==> config.mk <==
export PLATFORM = sky130hd
export DESIGN_NAME = laser_hit_detect
export DESIGN_NICKNAME = d
export VERILOG_FILES = /design/src/rtl/laser_hit_detect_pkg.sv /design/src/rtl/laser_hit_detect_rect_overlap.sv /design/src/rtl/laser_hit_detect.sv
export SDC_FILE = /design/constraint.sdc
export NUM_CORES = 1
export LEC_CHECK = 0
export CAP_MARGIN = 25
export CORE_MARGIN = 4
export CORE_UTILIZATION = 45
export DETAILED_ROUTE_END_ITERATION = 8
export PLACE_DENSITY = 0.66
export SYNTH_ARGS = -nofsm -noshare
export SYNTH_HDL_FRONTEND = slang
export SYNTH_SLANG_ARGS = --single-unit
==> constraint.sdc <==
create_clock -name clk -period 4.6 [get_ports clk]
set_input_delay 0.69 -clock clk [delete_from_list [all_inputs] [get_ports clk]]
set_output_delay 0.69 -clock clk [all_outputs]
set_load 0.02 [all_outputs]
==> src/rtl/laser_hit_detect_pkg.sv <==
// Shared constants for the laser hit detector: geometry defaults, score
// increment, coordinate/edge widths and the scan FSM state encoding.
package laser_hit_detect_pkg;

    localparam int DEF_NUM_INVADERS  = 6;
    localparam int DEF_INV_W         = 32;
    localparam int DEF_INV_H         = 32;
    localparam int DEF_INV_PITCH     = 48;
    localparam int DEF_LASER_W       = 4;
    localparam int DEF_LASER_H       = 16;
    localparam int DEF_SCORE_PER_HIT = 10;

    // Screen coordinates are 10 bits; edge sums carry one extra bit so that
    // right/bottom edges past 1023 never wrap.
    localparam int COORD_W = 10;
    localparam int EDGE_W  = 11;
    localparam int SCORE_W = 10;

    typedef enum logic [1:0] {
        ST_IDLE   = 2'd0,
        ST_LATCH  = 2'd1,
        ST_SCAN   = 2'd2,
        ST_REPORT = 2'd3
    } hit_state_t;

endpackage

==> src/rtl/laser_hit_detect_rect_overlap.sv <==
// Combinational overlap test of two axis-aligned rectangles. Rectangle A is
// at (a_x, a_y) with size A_W x A_H, rectangle B at (b_x, b_y) with size
// B_W x B_H. Right/bottom edges are formed as 11-bit sums and all compares
// are unsigned; edges are exclusive, so touching rectangles do not overlap.
module rect_overlap
    import laser_hit_detect_pkg::*;
#(
    parameter int A_W = DEF_LASER_W,
    parameter int A_H = DEF_LASER_H,
    parameter int B_W = DEF_INV_W,
    parameter int B_H = DEF_INV_H
) (
    input  logic [EDGE_W-1:0] a_x,
    input  logic [EDGE_W-1:0] a_y,
    input  logic [EDGE_W-1:0] b_x,
    input  logic [EDGE_W-1:0] b_y,
    output logic              overlap
);

    logic [EDGE_W-1:0] a_right;
    logic [EDGE_W-1:0] a_bottom;
    logic [EDGE_W-1:0] b_right;
    logic [EDGE_W-1:0] b_bottom;

    // Far edges of both rectangles, then the four separating-axis tests.
    always_comb begin
        a_right  = a_x + EDGE_W'(A_W);
        a_bottom = a_y + EDGE_W'(A_H);
        b_right  = b_x + EDGE_W'(B_W);
        b_bottom = b_y + EDGE_W'(B_H);
        overlap  = (a_x < b_right) && (b_x < a_right) &&
                   (a_y < b_bottom) && (b_y < a_bottom);
    end

endmodule

==> src/rtl/laser_hit_detect.sv <==
// Laser vs. invader-row hit detector. Once per frame the laser rectangle is
// tested against each invader of the row, one invader per clock through a
// single rect_overlap instance. The lowest-index live invader that overlaps
// an active laser is reported as a one-hot pulse, removed from the alive
// mask and (optionally) scored.
//
// Build option: define LASER_HIT_SCORE_EN to build the saturating score
// accumulator; otherwise score is tied to zero.
//
// state     | meaning
// ----------+--------------------------------------------------------------
// ST_IDLE   | waiting for frame
// ST_LATCH  | capture laser/invader coordinates, clear scan index and hits
// ST_SCAN   | test invader idx, one per cycle, NUM_INVADERS cycles
// ST_REPORT | collision pulse visible; alive mask/score update at cycle end
module laser_hit_detect
    import laser_hit_detect_pkg::*;
#(
    parameter int NUM_INVADERS  = DEF_NUM_INVADERS,
    parameter int INV_W         = DEF_INV_W,
    parameter int INV_H         = DEF_INV_H,
    parameter int INV_PITCH     = DEF_INV_PITCH,
    parameter int LASER_W       = DEF_LASER_W,
    parameter int LASER_H       = DEF_LASER_H,
    parameter int SCORE_PER_HIT = DEF_SCORE_PER_HIT
) (
    input  logic                    clk,
    input  logic                    rst,
    input  logic                    frame,
    input  logic                    respawn,
    input  logic                    laser_active,
    input  logic [COORD_W-1:0]      laser_x,
    input  logic [COORD_W-1:0]      laser_y,
    input  logic [COORD_W-1:0]      invaders_x,
    input  logic [COORD_W-1:0]      invaders_y,
    output logic [NUM_INVADERS-1:0] invader_collision,
    output logic [NUM_INVADERS-1:0] invaders_alive,
    output logic                    all_dead,
    output logic [SCORE_W-1:0]      score
);

    localparam int                IDX_W    = (NUM_INVADERS > 1) ? $clog2(NUM_INVADERS) : 1;
    localparam logic [IDX_W-1:0]  LAST_IDX = IDX_W'(NUM_INVADERS - 1);

    hit_state_t state_q;
    hit_state_t state_d;

    logic [IDX_W-1:0]        idx_q;
    logic                    lat_active_q;
    logic [COORD_W-1:0]      lat_laser_x_q;
    logic [COORD_W-1:0]      lat_laser_y_q;
    logic [COORD_W-1:0]      lat_inv_x_q;
    logic [COORD_W-1:0]      lat_inv_y_q;
    logic [NUM_INVADERS-1:0] hit_mask_q;
    logic [NUM_INVADERS-1:0] alive_q;
    logic [NUM_INVADERS-1:0] coll_q;

    logic [EDGE_W-1:0]       inv_left;
    logic [EDGE_W-1:0]       inv_top;
    logic [EDGE_W-1:0]       las_left;
    logic [EDGE_W-1:0]       las_top;
    logic                    overlap;
    logic [NUM_INVADERS-1:0] idx_onehot;
    logic                    hit_now;
    logic [NUM_INVADERS-1:0] hit_vec;

    // Position of the invader under test and of the captured laser.
    always_comb begin
        inv_left   = {1'b0, lat_inv_x_q} + EDGE_W'(idx_q) * EDGE_W'(INV_PITCH);
        inv_top    = {1'b0, lat_inv_y_q};
        las_left   = {1'b0, lat_laser_x_q};
        las_top    = {1'b0, lat_laser_y_q};
        idx_onehot = NUM_INVADERS'(1) << idx_q;
    end

    rect_overlap #(
        .A_W (LASER_W),
        .A_H (LASER_H),
        .B_W (INV_W),
        .B_H (INV_H)
    ) u_rect_overlap (
        .a_x     (las_left),
        .a_y     (las_top),
        .b_x     (inv_left),
        .b_y     (inv_top),
        .overlap (overlap)
    );

    // A hit counts only for a live invader, an active laser, and only if no
    // lower-index invader already claimed this frame's hit.
    always_comb begin
        hit_now = overlap && lat_active_q && (|(alive_q & idx_onehot)) && !(|hit_mask_q);
        hit_vec = hit_mask_q | (hit_now ? idx_onehot : '0);
    end

    // Next-state logic; respawn overrides every transition.
    always_comb begin
        state_d = state_q;
        case (state_q)
            ST_IDLE:   if (frame) state_d = ST_LATCH;
            ST_LATCH:  state_d = ST_SCAN;
            ST_SCAN:   if (idx_q == LAST_IDX) state_d = ST_REPORT;
            ST_REPORT: state_d = ST_IDLE;
            default:   state_d = ST_IDLE;
        endcase
        if (respawn) state_d = ST_IDLE;
    end

    // State register.
    always_ff @(posedge clk) begin
        if (!rst) state_q <= ST_IDLE;
        else      state_q <= state_d;
    end

    // Capture, scan index, hit tracking, collision pulse and alive mask.
    always_ff @(posedge clk) begin
        if (!rst) begin
            idx_q         <= '0;
            lat_active_q  <= 1'b0;
            lat_laser_x_q <= '0;
            lat_laser_y_q <= '0;
            lat_inv_x_q   <= '0;
            lat_inv_y_q   <= '0;
            hit_mask_q    <= '0;
            alive_q       <= '1;
            coll_q        <= '0;
        end else if (respawn) begin
            idx_q      <= '0;
            hit_mask_q <= '0;
            alive_q    <= '1;
            coll_q     <= '0;
        end else begin
            coll_q <= '0;
            case (state_q)
                ST_LATCH: begin
                    lat_active_q  <= laser_active;
                    lat_laser_x_q <= laser_x;
                    lat_laser_y_q <= laser_y;
                    lat_inv_x_q   <= invaders_x;
                    lat_inv_y_q   <= invaders_y;
                    idx_q         <= '0;
                    hit_mask_q    <= '0;
                end
                ST_SCAN: begin
                    hit_mask_q <= hit_vec;
                    if (idx_q == LAST_IDX) coll_q <= hit_vec;
                    else                   idx_q  <= idx_q + 1'b1;
                end
                ST_REPORT: alive_q <= alive_q & ~coll_q;
                default: ;
            endcase
        end
    end

`ifdef LASER_HIT_SCORE_EN
    logic [SCORE_W-1:0] score_q;
    logic [EDGE_W-1:0]  score_sum;

    assign score_sum = {1'b0, score_q} + EDGE_W'(SCORE_PER_HIT);

    // Saturating score accumulator, advanced when a reported hit retires.
    always_ff @(posedge clk) begin
        if (!rst) begin
            score_q <= '0;
        end else if (!respawn && (state_q == ST_REPORT) && (|coll_q)) begin
            score_q <= (score_sum > EDGE_W'(1023)) ? SCORE_W'(1023) : score_sum[SCORE_W-1:0];
        end
    end

    assign score = score_q;
`else
    assign score = '0;
`endif

    assign invader_collision = coll_q;
    assign invaders_alive    = alive_q;
    assign all_dead          = (alive_q == '0);

endmodule

### After elaboration in Yosys (flattened, before gate mapping)

Cells that the tools add are included.

* bitwise logic cells: 8
* equality and inequality tests: 7
* muxes and demuxes: 7
* order comparisons: 4
* add/subtract/negate cells: 6
* shift-type cells: 1
* $mul: 1
* reduce and logical (&&, ||, !) cells: 17

Operators by type and width (count)
* $lt A10 B11 Y1: 3
* $and A6 B6 Y6: 2
* $pmux W6 S2: 1
* $reduce_or A6 Y1: 2
* $add A10 B3 Y11 const B: 1
* $add A10 B5 Y11 const B: 1
* $add A10 B6 Y11 const B: 1
* $add A10 B9 Y11: 1
* $add A11 B6 Y11 const B: 1
* $lt A11 B11 Y1: 1
* $pmux W2 S4: 1
* $logic_and A1 B1 Y1: 6
* $logic_not A6 Y1: 1
* $mux W6: 1
* $ne A2 B2 Y1 const B: 3
* $not A6 Y6: 1
* $or A6 B6 Y6: 1
* $pmux W3 S2: 1
* $reduce_and A2 Y1: 3
* $shl A1 B3 Y6 const A: 1
* $mul A3 B2 Y5 const B: 1
* $eq A2 B2 Y1 const B: 2
* $mux W2: 2
* $not A1 Y1: 4
* 9 further kinds: 9

* input port bits: 45
* register bits: 64
* output and inout port bits: 23

### Longest topological paths before layout

* word-level depth: 13
* mapped depth: 15
* mapped depth without buffers: 15

### By module

Synthesis repeated with hierarchy kept, for this count alone.

* cells, all modules: 489
* area, all modules: 4112.7 µm²

By module, submodules not included
* laser_hit_detect: sequential area each 1281.2 µm², cells each 330, area each 2856.5 µm², instances 1
* rect_overlap: sequential area each 0.0 µm², cells each 159, area each 1256.2 µm², instances 1

### Least setup slack after synthesis

No wires, ideal clock.

* path kind: reg-to-reg
* start: register idx_q[1]
* end: register coll_q[5] (netlist: invader_collision[5])
* path slack: 1.078 ns
* buffers on the path: 0
* arrival time: 3.455 ns
* data required time: 4.533 ns
* setup time: 0.067 ns
* stages on the path, launching flop included: 16
* path through: dfxtp_1 > ha_1 > fa_1 > ha_1 > a21o_1 > a21oi_1 > xnor2_1 > nand3_1 > xor2_1 > ha_1 > a2111oi_0 > o21ai_1 > a21oi_1 > or3_1 > o2111ai_4 > a21boi_2

* cells in the longest elaborated chain, start to end: 12
* elaborated cells on any way between the ends: 19
* classes of those cells: 2 x add/sub; 1 x mul; 2 x order compare; 1 x eq/ne; 1 x shift; 1 x mux; 3 x bitwise; 8 x reduce/logical

RTL lines
* start: declaration: line laser_hit_detect.sv:48 `logic [IDX_W-1:0] idx_q;`
* start signal: assignment: line laser_hit_detect.sv:147 `else idx_q <= idx_q + 1'b1;`
* $mul A3 B2 Y5: line laser_hit_detect.sv:69 `inv_left = {1'b0, lat_inv_x_q} + EDGE_W'(idx_q) * EDGE_W'(INV_PITCH);`
* $add A10 B9 Y11: line laser_hit_detect.sv:69
* $add A11 B6 Y11: line laser_hit_detect_rect_overlap.sv:29 `b_right = b_x + EDGE_W'(B_W);`
* $lt A10 B11 Y1: line laser_hit_detect_rect_overlap.sv:31 `overlap = (a_x < b_right) && (b_x < a_right) &&`
* $logic_and A1 B1 Y1 (2 in series): line laser_hit_detect_rect_overlap.sv:31
* $logic_and A1 B1 Y1: line laser_hit_detect_rect_overlap.sv:32 `(a_y < b_bottom) && (b_y < a_bottom);`
* $logic_and A1 B1 Y1 (3 in series): line laser_hit_detect.sv:92 `hit_now = overlap && lat_active_q && (|(alive_q & idx_onehot)) && !(|hit_mask_q);`
* $mux W6: line laser_hit_detect.sv:93 `hit_vec = hit_mask_q | (hit_now ? idx_onehot : '0);`
* $or A6 B6 Y6: line laser_hit_detect.sv:93
* end signal: assignment: line laser_hit_detect.sv:146 `if (idx_q == LAST_IDX) coll_q <= hit_vec;`
* end: declaration: line laser_hit_detect.sv:56 `logic [NUM_INVADERS-1:0] coll_q;`

Parallel ways exist; a longest one is shown, timed or not.
A chain may end at the register's enable or synchronous reset.

### Worst setup path in the final report

* start: register idx_q[1]
* end: register hit_mask_q[2]

* cells in the longest elaborated chain, start to end: 13
* elaborated cells on any way between the ends: 17
* classes of those cells: 2 x add/sub; 1 x mul; 2 x order compare; 1 x shift; 2 x mux; 2 x bitwise; 7 x reduce/logical

RTL lines
* $mul A3 B2 Y5: line laser_hit_detect.sv:69
* $add A10 B9 Y11: line laser_hit_detect.sv:69
* $add A11 B6 Y11: line laser_hit_detect_rect_overlap.sv:29
* $lt A10 B11 Y1: line laser_hit_detect_rect_overlap.sv:31
* $logic_and A1 B1 Y1 (2 in series): line laser_hit_detect_rect_overlap.sv:31
* $logic_and A1 B1 Y1: line laser_hit_detect_rect_overlap.sv:32
* $logic_and A1 B1 Y1 (3 in series): line laser_hit_detect.sv:92
* $mux W6 *: line laser_hit_detect.sv:93
* $or A6 B6 Y6 *: line laser_hit_detect.sv:93
* $pmux W6 S2 *: line laser_hit_detect.sv:134 `case (state_q)`
* end signal: assignment: line laser_hit_detect.sv:145 `hit_mask_q <= hit_vec;`
* end: declaration: line laser_hit_detect.sv:54 `logic [NUM_INVADERS-1:0] hit_mask_q;`

Every way passes the cells marked *; elsewhere a longest branch is shown, timed or not.

==> impl_summary.txt <==
----------------------------------------------------
[Flow run]
  Number of maximum-capacitance constraint violations ... 0

[CTS]
  Source-to-sink clock delay at the later pin of the worst-skew pair ... roughly 0.35 ns
  Sinks on Clock Net ... between 60 and 70
  Hold bufs inserted after CTS ... 0
  Clock slew at the register clock pins of the worst setup and hold paths ... 0.08 ns
  Count of cells resized by post-cts repair ... 0
  Post-CTS Setup Inserts ... 0
  Count of H-tree levels built during CTS ... 3
  Root buf cell ... clkbuf_8
  Clock tree from TritonCTS ... done
  Number of clock buffers inserted by TritonCTS ... 9
  Largest buffer count on any clock path ... 2

[Yosys]
  Count leader, synth ... nand2_1
  Cell types with the highest counts after synthesis ... 106 x nand2_1, 64 x dfxtp_1, 58 x ha_1, 41 x a21boi_1, 25 x inv_1
  Post-synthesis instance area ... between 0.004 and 0.005 mm^2
  Synth warn ... 0
  Number of flops mapped to enable cells by yosys ... 0
  Share of synthesized area occupied by flip-flops and latches ... 0.313
  Biggest area contributors in the synthesized netlist ... dfxtp_1 31%, ha_1 18%, nand2_1 9.7%
  Proportion of synthesized flip-flops having asynchronous set or reset ... 0
  Distinct cells, synth ... 55
  Dominant register cell in the synthesized netlist ... dfxtp_1
  Synth top area share ... 0.313
  Number of storage elements in the synthesis netlist ... 64
  Number of instances in the synthesized netlist ... ~490
  Cell type with the highest aggregate area in the netlist ... dfxtp_1
  Syn avg cell area ... around 8.4 um^2

[Timing]
  Max Clock Freq ... about 250 MHz
  Measured slew at the worst slew-check pin ... 0.836 ns
  Final clock skew ... around 0.011 ns
  RSZ-0062 raised after global routing ... no
  Final worst setup slack ... 0.566 ns
  Final setup violation count ... 0
  Ratio of final minimum period to clock period ... 0.877
  Final Hold Vio Count ... 0
  Final critical delay including setup and external delays ... 4.03 ns
  Slew Viols, Final ... 0
  Final hold slack ... between 0.4 and 0.5 ns
  Remaining max-slew budget at the tightest pin ... 0.443
  Final TNS setup ... 0 ns

[Critical path]
  Cell chain of the critical path ... ha_1, fa_1, ha_1, a21o_1, a21oi_1, xnor2_1, nand3_1, xor2_1, ha_1, a2111oi_0, o21ai_1, a21oi_1, or3_1, o2111ai_4, o21ai_1
  Category of the worst setup path launch point ... flip-flop
  Critical Path RT ... 4.87 ns
  Critical path fanouts, max ... 8
  Most repeated library cell on the critical path ... ha_1
  Length in cells of the worst reg-to-reg path ... 15
  Worst R2R Setup Slack ... roughly 0.57 ns
  Sum of buffers and inverters on the critical path ... 0
  Worst reg2reg endpoint ... hit_mask_q[2]
  Endpoint arrival time on the critical path ... between 4 and 5 ns
  Critical path's largest stage delay ... ~0.47 ns
  Standard cell with the maximum stage delay on the critical path ... dfxtp_1
  Reg-to-Reg Start ... idx_q[1]
  Kind of cell adding the most delay to the critical path ... compound AO/OA/AOI/OAI gates
  Worst Setup End Kind ... flip-flop
  Start-to-end type of the worst setup path ... flip-flop to flip-flop

[Pwr]
  Total leakage power ... ~0.0019 uW
  Peak supply drop ... about 110 uV
  Internal power contribution ... between 800 and 900 uW
  Part of the power in the clock network ... 0.384
  Switching portion of total power ... 0.269
  Relative contribution of sequential cells to total power ... 0.483
  Net Sw Power ... around 320 uW
  Combinational cell fraction of total power ... 0.133
  Areal power density over the cells ... between 200 and 250 mW/mm^2

[Die]
  Die area ... around 0.011 mm^2
  Vert. Die Dim ... approximately 100 um
  Core Box Area ... about 0.0088 mm^2
  Boundary Pins ... a little under 70
  Number of standard-cell rows in the floorplan ... 34
  Initial core utilization ... 0.465
  Horizontal die dimension ... 103 um

[Route]
  Residual DRC count ... 0
  Total routed wirelength ... 9040 um
  Wire length per cell ... ~14 um
  First-iteration detailed-routing DRC count ... between 90 and 100
  Via count normalized by instance count ... 5.25
  Detailed Routing Iterations Pass 1 ... 4
  Total number of vias ... ~3,400
  Remaining antenna violation count ... 0

[Placement]
  Pre-CTS setup slack ... 0.634 ns
  Quantity of I/O buffers inserted on ports ... 57
  Sum of net half-perimeters after detailed placement ... a little over 7000 um
  Final weighted congestion in routability-driven placement ... approximately 0.85

[GRT]
  Antenna violations before repair ... 0
  Wire length of the first global-routing pass ... 15,200 um
  Global route overflow ... 0
  Global Route Usage Sum ... 0.179
  Via count of the first global-routing pass ... around 3,400
  Pin count of the biggest net entering global routing ... between 40 and 50

[Layout]
  Count of antenna diodes in the layout ... 0
  Share of post-route cells with drive strength above 1 ... 0.0515
  P&R area growth vs syn ... 19.8%
  Number of nets in the layout ... around 640
  Filler Cells Inserted ... roughly 850

[Worst hold path]
  Start point of the worst hold path ... hit_mask_q[1]
  Worst hold stages ... 2
  Hold endpoint ... hit_mask_q[1]
  Hold crit path type ... flip-flop to flip-flop

[Outcome]
  Result of the run ... finished, final reports clean

----------------------------------------------------
-- flip-flops by register name, indices dropped and copies added, names as in the netlist --
signal             count
hit_mask_q             6
lat_laser_x_q         10
invaders_alive         6
lat_inv_y_q           10
lat_laser_y_q         10
lat_inv_x_q           10
state_q                2
lat_active_q           1
invader_collision      6
idx_q                  3
-- how the worst max path moves through the flow --
stage               depth (start not counted)      from              endpoint
finish                                     15  idx_q[1]         hit_mask_q[2]
global route                               14  idx_q[1]         hit_mask_q[5]
CTS                                        15  idx_q[1]         hit_mask_q[2]
detailed placement                         15  idx_q[1]         hit_mask_q[5]
global placement                           15  idx_q[1]  invader_collision[5]
floorplan                                  15  idx_q[1]  invader_collision[5]
-- worst reg2reg max path, cell delays in order (launching register included) --
cell and delay (ns):
dfxtp_1 0.47, ha_1 0.28, fa_1 0.43, ha_1 0.34
a21o_1 0.20, a21oi_1 0.23, xnor2_1 0.26, nand3_1 0.15
xor2_1 0.17, ha_1 0.20, a2111oi_0 0.42, o21ai_1 0.13
a21oi_1 0.15, or3_1 0.17, o2111ai_4 0.18, o21ai_1 0.19
-- metal layers --
| layer | part of all wire | wire length (um) | vias to the layer above | GRT usage |
|---|---|---|---|---|
| met5 | 0 | 0 | - | 0 |
| li1 | - | - | 1752 | - |
| met1 | 0.48 | 4310 | 1574 | 0.229 |
| met4 | 0.014 | 124 | 0 | 0.0767 |
| met3 | 0.052 | 470 | 15 | 0.0322 |
| met2 | 0.46 | 4130 | 80 | 0.297 |
-- through the flow --
stage / cells / power, uW / cell area, um^2 / util
3_5_place_dp: 636 / 750 / 4720 / 0.536
4_1_cts: 652 / 1220 / 4910 / 0.557
2_1_floorplan: 496 / 693 / 4130 / -
3_3_place_gp: 636 / 746 / 4720 / 0.536
6_report: 652 / 1200 / 4910 / 0.557
5_1_grt: 652 / 1260 / 4910 / 0.557
-- final cells by class --
type,instances,area [um^2],share of cell area
Clock buffer,11,151,0.0309
Clock inverter,5,37.5,0.00765
Inverter,26,97.6,0.0199
Multi-Input combinational cell,378,2610,0.532
Sequential cell,64,1280,0.261
Tap cell,108,135,0.0275
Timing Repair Buffer,60,593,0.121
-- cells in the final DEF, fill, tap and decap left out, types with 3 or more instances in the layout --
master,n
ha_1,58
o211ai_1,3
nand2_1,106
inv_1,25
nor2_1,10
dfxtp_1,64
a21oi_1,18
nor3_1,5
a211oi_1,3
nand3_1,20
o21ai_1,11
a21boi_1,41
a21o_1,10
buf_4,3
o21ai_0,4
clkdlybuf4s50_1,57
and2_1,4
xor2_1,13
nor2b_1,3
nand2b_1,9
nand3b_1,3
xnor2_1,7
conb_1,10
nand4_1,5
clkbuf_8,11
-- kinds of logic (layout without fill, tap and decap cells) --
kind of cell             Yosys count  count (layout)  share of synthesized area
AND/OR/NAND/NOR                  178             178                      0.199
AO/OA/AOI/OAI                    110             110                      0.198
flip-flops                        64              64                      0.313
adder cells (fa/ha/maj)           60              60                      0.187
buffers and inverters             54             102                     0.0589
XOR/XNOR                          20              20                     0.0428
other                              1              10                   0.000915
-- power by group through the flow --
stage	clock network, uW	registers, uW	logic (uW)
6_report	459	577	158
5_1_grt	499	579	178
4_1_cts	481	577	160
3_5_place_dp	0	590	160
3_3_place_gp	0	590	157
2_1_floorplan	0	586	107
No activity file was read; power rests on OpenSTA's default activity.
